`config.mk`:
```
export PLATFORM = sky130hd
export DESIGN_NAME = reg_file_flat
export DESIGN_NICKNAME = d
export VERILOG_FILES = /design/src/rtl/mips_pkg.sv /design/src/rtl/reg_file_if.sv /design/src/rtl/dec5to32.sv /design/src/rtl/mux32to1.sv /design/src/rtl/reg_file.sv /design/src/flat_wrapper.sv
export SDC_FILE = /design/constraint.sdc
export NUM_CORES = 2
export LEC_CHECK = 0
export CAP_MARGIN = 20
export CORE_ASPECT_RATIO = 0.9
export CORE_UTILIZATION = 40
export DETAILED_ROUTE_END_ITERATION = 10
export PLACE_DENSITY_LB_ADDON = 0.3
export SLEW_MARGIN = 10
export SYNTH_ARGS = -nofsm -noshare
export SYNTH_HDL_FRONTEND = slang
export SYNTH_SLANG_ARGS = --single-unit
export TNS_END_PERCENT = 5
```
`constraint.sdc`:
```
create_clock -name clk -period 2.6 [get_ports clk]
set_input_delay 0.39 -clock clk [delete_from_list [all_inputs] [get_ports clk]]
set_output_delay 0.39 -clock clk [all_outputs]
set_load 0.02 [all_outputs]
```
`src/rtl/mips_pkg.sv`:
```
// Shared constants for the MIPS-subset core: register-file geometry and word width.
package mips_pkg;
   localparam int REG_COUNT = 32;
   localparam int REG_ADDR_W = 5;
   localparam int WORD_W = 32;
   localparam logic [REG_ADDR_W-1:0] ZERO_REG = 5'd0;
endpackage

```
`src/rtl/reg_file_if.sv`:
```
// Write-back and decode-stage connection to the register file: one write port, two read ports.
interface reg_file_if
   import mips_pkg::*;
#(
   parameter int WIDTH = WORD_W
);
   logic                  we;
   logic [REG_ADDR_W-1:0] waddr;
   logic [WIDTH-1:0]      wdata;
   logic [REG_ADDR_W-1:0] raddr_a;
   logic [REG_ADDR_W-1:0] raddr_b;
   logic [WIDTH-1:0]      rdata_a;
   logic [WIDTH-1:0]      rdata_b;

   modport master (
      output we, waddr, wdata, raddr_a, raddr_b,
      input  rdata_a, rdata_b
   );

   modport slave (
      input  we, waddr, wdata, raddr_a, raddr_b,
      output rdata_a, rdata_b
   );
endinterface

```
`src/rtl/dec5to32.sv`:
```
// One-hot write decoder with enable; bit 0 never asserts so $zero cannot be written.
module dec5to32
   import mips_pkg::*;
(
   input  logic                  en,
   input  logic [REG_ADDR_W-1:0] addr,
   output logic [REG_COUNT-1:0]  onehot
);
   always_comb begin
      // NOTE: default every output first so no path leaves it unassigned and infers a latch.
      onehot = '0;
      if (en) onehot[addr] = 1'b1;
      onehot[0] = 1'b0;
   end
endmodule

```
`src/rtl/mux32to1.sv`:
```
// 32-way read-select multiplexer, one per register-file read port.
module mux32to1
   import mips_pkg::*;
#(
   parameter int WIDTH = WORD_W
) (
   input  logic [WIDTH-1:0]      d [REG_COUNT],
   input  logic [REG_ADDR_W-1:0] sel,
   output logic [WIDTH-1:0]      y
);
   assign y = d[sel];
endmodule

```
`src/rtl/reg_file.sv`:
```
// 32x32 register file: r0 hard-wired to zero, synchronous write, combinational
// reads with same-cycle write-to-read bypass on each port.
module reg_file
   import mips_pkg::*;
#(
   parameter int WIDTH = WORD_W
) (
   input  logic       clk,
   input  logic       rst_n,
   reg_file_if.slave  bus
);
   logic [REG_COUNT-1:0] wr_en;
   logic [WIDTH-1:0]     store [1:REG_COUNT-1];
   logic [WIDTH-1:0]     mux_in [REG_COUNT];
   logic [WIDTH-1:0]     mux_a;
   logic [WIDTH-1:0]     mux_b;
   logic                 byp_a;
   logic                 byp_b;

   dec5to32 u_dec (
      .en     (bus.we),
      .addr   (bus.waddr),
      .onehot (wr_en)
   );

   // NOTE: storage is flops, not RAM, so clearing it on async reset is legal and required.
   always_ff @(posedge clk or negedge rst_n) begin
      if (!rst_n) begin
         for (int i = 1; i < REG_COUNT; i++) store[i] <= '0;
      end else begin
         // NOTE: sequential state uses non-blocking assignment so every register samples pre-edge values.
         for (int i = 1; i < REG_COUNT; i++) begin
            if (wr_en[i]) store[i] <= bus.wdata;
         end
      end
   end

   always_comb begin
      mux_in[0] = '0;
      for (int i = 1; i < REG_COUNT; i++) mux_in[i] = store[i];
   end

   mux32to1 #(.WIDTH(WIDTH)) u_mux_a (
      .d   (mux_in),
      .sel (bus.raddr_a),
      .y   (mux_a)
   );

   mux32to1 #(.WIDTH(WIDTH)) u_mux_b (
      .d   (mux_in),
      .sel (bus.raddr_b),
      .y   (mux_b)
   );

   // Bypass stays live during reset because the read path never sees rst_n.
   assign byp_a = bus.we && (bus.waddr == bus.raddr_a) && (bus.raddr_a != ZERO_REG);
   assign byp_b = bus.we && (bus.waddr == bus.raddr_b) && (bus.raddr_b != ZERO_REG);

   assign bus.rdata_a = byp_a ? bus.wdata : mux_a;
   assign bus.rdata_b = byp_b ? bus.wdata : mux_b;
endmodule
```
`src/flat_wrapper.sv`:
```
// flat-port wrapper written by rule: the top's interface ports become plain ports
module reg_file_flat import mips_pkg::*;
#(
   parameter int WIDTH = WORD_W
)
  (clk, rst_n, bus_we, bus_waddr, bus_wdata, bus_raddr_a, bus_raddr_b, bus_rdata_a, bus_rdata_b);
  reg_file_if #(.WIDTH(WIDTH)) bus_i ();
  input  logic clk;
  input  logic rst_n;
  input wire logic [$bits(bus_i.we)-1:0] bus_we;
  input wire logic [$bits(bus_i.waddr)-1:0] bus_waddr;
  input wire logic [$bits(bus_i.wdata)-1:0] bus_wdata;
  input wire logic [$bits(bus_i.raddr_a)-1:0] bus_raddr_a;
  input wire logic [$bits(bus_i.raddr_b)-1:0] bus_raddr_b;
  output wire logic [$bits(bus_i.rdata_a)-1:0] bus_rdata_a;
  output wire logic [$bits(bus_i.rdata_b)-1:0] bus_rdata_b;
  assign bus_i.we = bus_we;
  assign bus_i.waddr = bus_waddr;
  assign bus_i.wdata = bus_wdata;
  assign bus_i.raddr_a = bus_raddr_a;
  assign bus_i.raddr_b = bus_raddr_b;
  assign bus_rdata_a = bus_i.rdata_a;
  assign bus_rdata_b = bus_i.rdata_b;
  reg_file #(.WIDTH(WIDTH)) u_core (.clk(clk), .rst_n(rst_n), .bus(bus_i));
endmodule
```
==> out/metrics.cfg <==
[finish]
fraction_of_layout_instances_using_a_drive_strength_above_1 = 0.5510
final.fill_count = 11440
growth_of_design_area_from_synthesis_to_finish_pct = 22.19
layout.cells.most_common = sky130_fd_sc_hd__dfrtp_1
final_nets = 4193
largest_reg_flops = 992
finalCoreUtilization = 0.4931
layout.cells.most_common_list = sky130_fd_sc_hd__dfrtp_1, sky130_fd_sc_hd__mux2_2, sky130_fd_sc_hd__buf_4, sky130_fd_sc_hd__mux4_2, sky130_fd_sc_hd__mux2_1

[timing]
setup_violations = 64
fraction_of_the_cycle_the_final_worst_path_needs = 1.130
endpoints_failing_hold = 0
postLayoutSetupSlackWorst_ns = -0.3378
timing.setup.tns_ns = -13.88
max-slew-margin-rel = 0.4596
worst_pin_slew_ns = 0.8098
finalClockSkew_ns = 0
maxSlewViolCount = 0
rsz0062_at_grt = true
period_minus_ws_final_ns = 2.938
maxClockFrequency_ghz = 0.3404

[run]
cap_violations = 0

[synthesis]
synth.area.top_cells = sky130_fd_sc_hd__dfrtp_1, sky130_fd_sc_hd__mux2_2, sky130_fd_sc_hd__mux4_2
post_synth_fa_ha_maj_area_fraction = 0
synthSimpleGateAreaFrac = 0.02158
synth_fp_nets = 3781
syn_avg_cell_area_um2 = 14.44
synth_area_um2 = 53860
post_synth_xor_area_fraction = 0.001301
post-synth-top-area-fraction = 0.4609
yosys_warning_count = 0
largest_family_of_logic_cells_by_synthesized_area = multiplexers
synth_cell_types = 56
synth-main-ff-cell = sky130_fd_sc_hd__dfrtp_1
postSynthCellCount = 3731
synthDominantAreaCellType = sky130_fd_sc_hd__dfrtp_1
synth_edf_count = 0
compound_gate_fraction_of_synth_area = 0.06858
synth.area.mux_share = 0.4060
synth_async_sr_flop_share = 1.000
ys_ff_latch = 992
part_of_the_yosys_area_used_for_sequential_elements = 0.4609

[die]
fp.dieW_um = 388.8
floorplan.core_area_um2 = 133500
dieArea_um2 = 136100
num_rows = 127
start_util = 0.4035
chipHeight_um = 350.1
pin_count = 114

[global_route]
gr_layer_usage_met2 = 0.4115
number_of_global_route_vias_before_repair = 37960
grt_util_met1 = 0.3969
grt_first_pass_wirelength_um = 273300
grt_busiest_layer = met2
grt_overflow_total = 0
grt_antenna_before_repair = 1
grt_util_met3 = 0.05201
grt.total_usage = 0.2733
grt_start_max_net_pins = 97

[power_and_ir_drop]
max-vdd-ir-drop_uv = 526.7
design_power_total_w = 0.04750
p_leak_nw = 28.52
p_per_area_nw_per_um2 = 721.8

[run_status]
outcome = finished with violations
failed_checks = setup timing

[critical_path]
critical-path-max-stage-delay_ns = 0.51
cp.depth = 7
timing.critical_path.fanout_max = 3
series_of_cell_instances_along_the_critical_path = mux4_2, nand2_1, o21ai_2, a221oi_2, buf_4, o221ai_4, buf_6
end_kind = output pin
crit_required_ns = 2.21
rrSetupSlack_ns = 1.58
cpLargestDelayFamily = multiplexers
critical_path_arrival_ns = 2.55
critPathKind = flop to output pin
timing.reg2reg.worst_path_depth = 3
launching_element_type_of_the_critical_path = flop
worst-path-buf-inv = 2
worst_path_max_delay_cell = sky130_fd_sc_hd__mux4_2

[clocking]
cts.root.buffer_cell = sky130_fd_sc_hd__clkbuf_16
htreeDepth = 3
cts_buffers = 110
tritoncts = yes
num_clock_sinks = 992
ctsLongestPathBuffers = 3
clk_pin_slew_worst_paths_ns = 0.06
worstSkewPairLatency_ns = 0.71

[route]
remaining_drc_errors = 0
routed-via-count = 37870
initialDrtViolationCount = 4056
route.detailed.vias_per_inst = 6.348
wl_um = 186500
firstDrtPassIters = 5
antenna_left = 0
routedWlPerCell_um = 31.26

[placement]
finalWeightedCongestion = 0.8986
detailedPlacementHpwl_um = 125800
dp_worst_setup_slack_ns = -0.9211
place.port_buffers = 113

[hold_path]
hp-class = input port to asynchronous set/reset pin

[metrics by stage]
| stage | area (um^2) | hold WS (ns) | cells |
|---|---|---|---|
| 6_report | 65810 | 0.1876 | 5965 |
| 5_1_grt | 65810 | 0.1865 | 5964 |
| 4_1_cts | 65480 | 0.1570 | 5953 |
| 3_5_place_dp | 61230 | 0.3111 | 5753 |
| 3_3_place_gp | 61230 | 0.3126 | 5753 |
| 2_1_floorplan | 53860 | 0.09441 | 3731 |
[report_power, final]
part | switching, W | internal (W) | total (W)
Combinational | 0.00471 | 0.00639 | 0.0111
Clock | 0.00652 | 0.00914 | 0.0157
Sequential | 0.00226 | 0.0185 | 0.0207
Total | 0.0135 | 0.0340 | 0.0475
[cells in the mapped netlist (54+ instances only)]
cell type / number
sky130_fd_sc_hd__buf_4: 63
sky130_fd_sc_hd__mux2_2: 952
sky130_fd_sc_hd__nand2_1: 94
sky130_fd_sc_hd__a221oi_1: 54
sky130_fd_sc_hd__o22ai_1: 92
sky130_fd_sc_hd__nor2_1: 61
sky130_fd_sc_hd__mux4_2: 377
sky130_fd_sc_hd__dfrtp_1: 992
sky130_fd_sc_hd__mux2_1: 148
sky130_fd_sc_hd__mux2i_1: 99
sky130_fd_sc_hd__buf_2: 148
sky130_fd_sc_hd__clkbuf_1: 156
[path summary, 6_finish.rpt]
| path | startpoint | end |
|---|---|---|
| setup / recovery | u_core.mux_in[6] | bus_rdata_b[6] |
| hold / removal | rst_n | u_core.mux_in[985] |
| setup reg to reg | u_core.mux_in[659] | u_core.mux_in[659] |
| hold reg to reg | u_core.mux_in[294] | u_core.mux_in[294] |
| max in group asynchronous | rst_n | u_core.mux_in[526] |
| min in group clk | u_core.mux_in[294] | u_core.mux_in[294] |
[area by class of cell]
| type | count | area (um^2) | share of cell area |
|---|---|---|---|
| multi-input cells | 2316 | 27690 | 0.4208 |
| flip-flops and latches | 992 | 24820 | 0.3772 |
| repair buffers | 713 | 7503 | 0.1140 |
| clock buffers | 168 | 3293 | 0.05004 |
| well taps | 1741 | 2178 | 0.03310 |
| clock inverters | 24 | 281.5 | 0.004278 |
| inverters | 10 | 37.54 | 0.0005704 |
| diodes | 1 | 2.502 | 0.00003802 |
[worst register-to-register path, delay by kind of cell, from the launching register on]
kind	cells	cell delay, ns
flops	1	0.39
buf+inv	2	0.24
mux	1	0.26
[layer usage]
metal  wire [um]  share of wire
met2       83440           0.45
met1       80960           0.43
met4        6117          0.033
met5          13       0.000070
met3       15920          0.085
[what timing repair did]
action	4_1_cts	5_1_grt
endpoints found under the hold margin	372	0
resized for setup	307	56
setup endpoints to repair	64	64
hold buffers	1	0
buffers inserted	7	11
gates cloned	1	1
pin swaps	27	10
[cell families (layout without fill, tap and decap cells)]
| kind of cell | Yosys count | in the layout |
|---|---|---|
| multiplexers | 1576 | 1576 |
| AO/OA/AOI/OAI | 480 | 480 |
| flip-flops | 992 | 992 |
| AND/OR/NAND/NOR | 252 | 252 |
| other | 0 | 1 |
| XOR/XNOR | 8 | 8 |
| buffers and inverters | 423 | 915 |
Power figures use the tool's default switching activity.
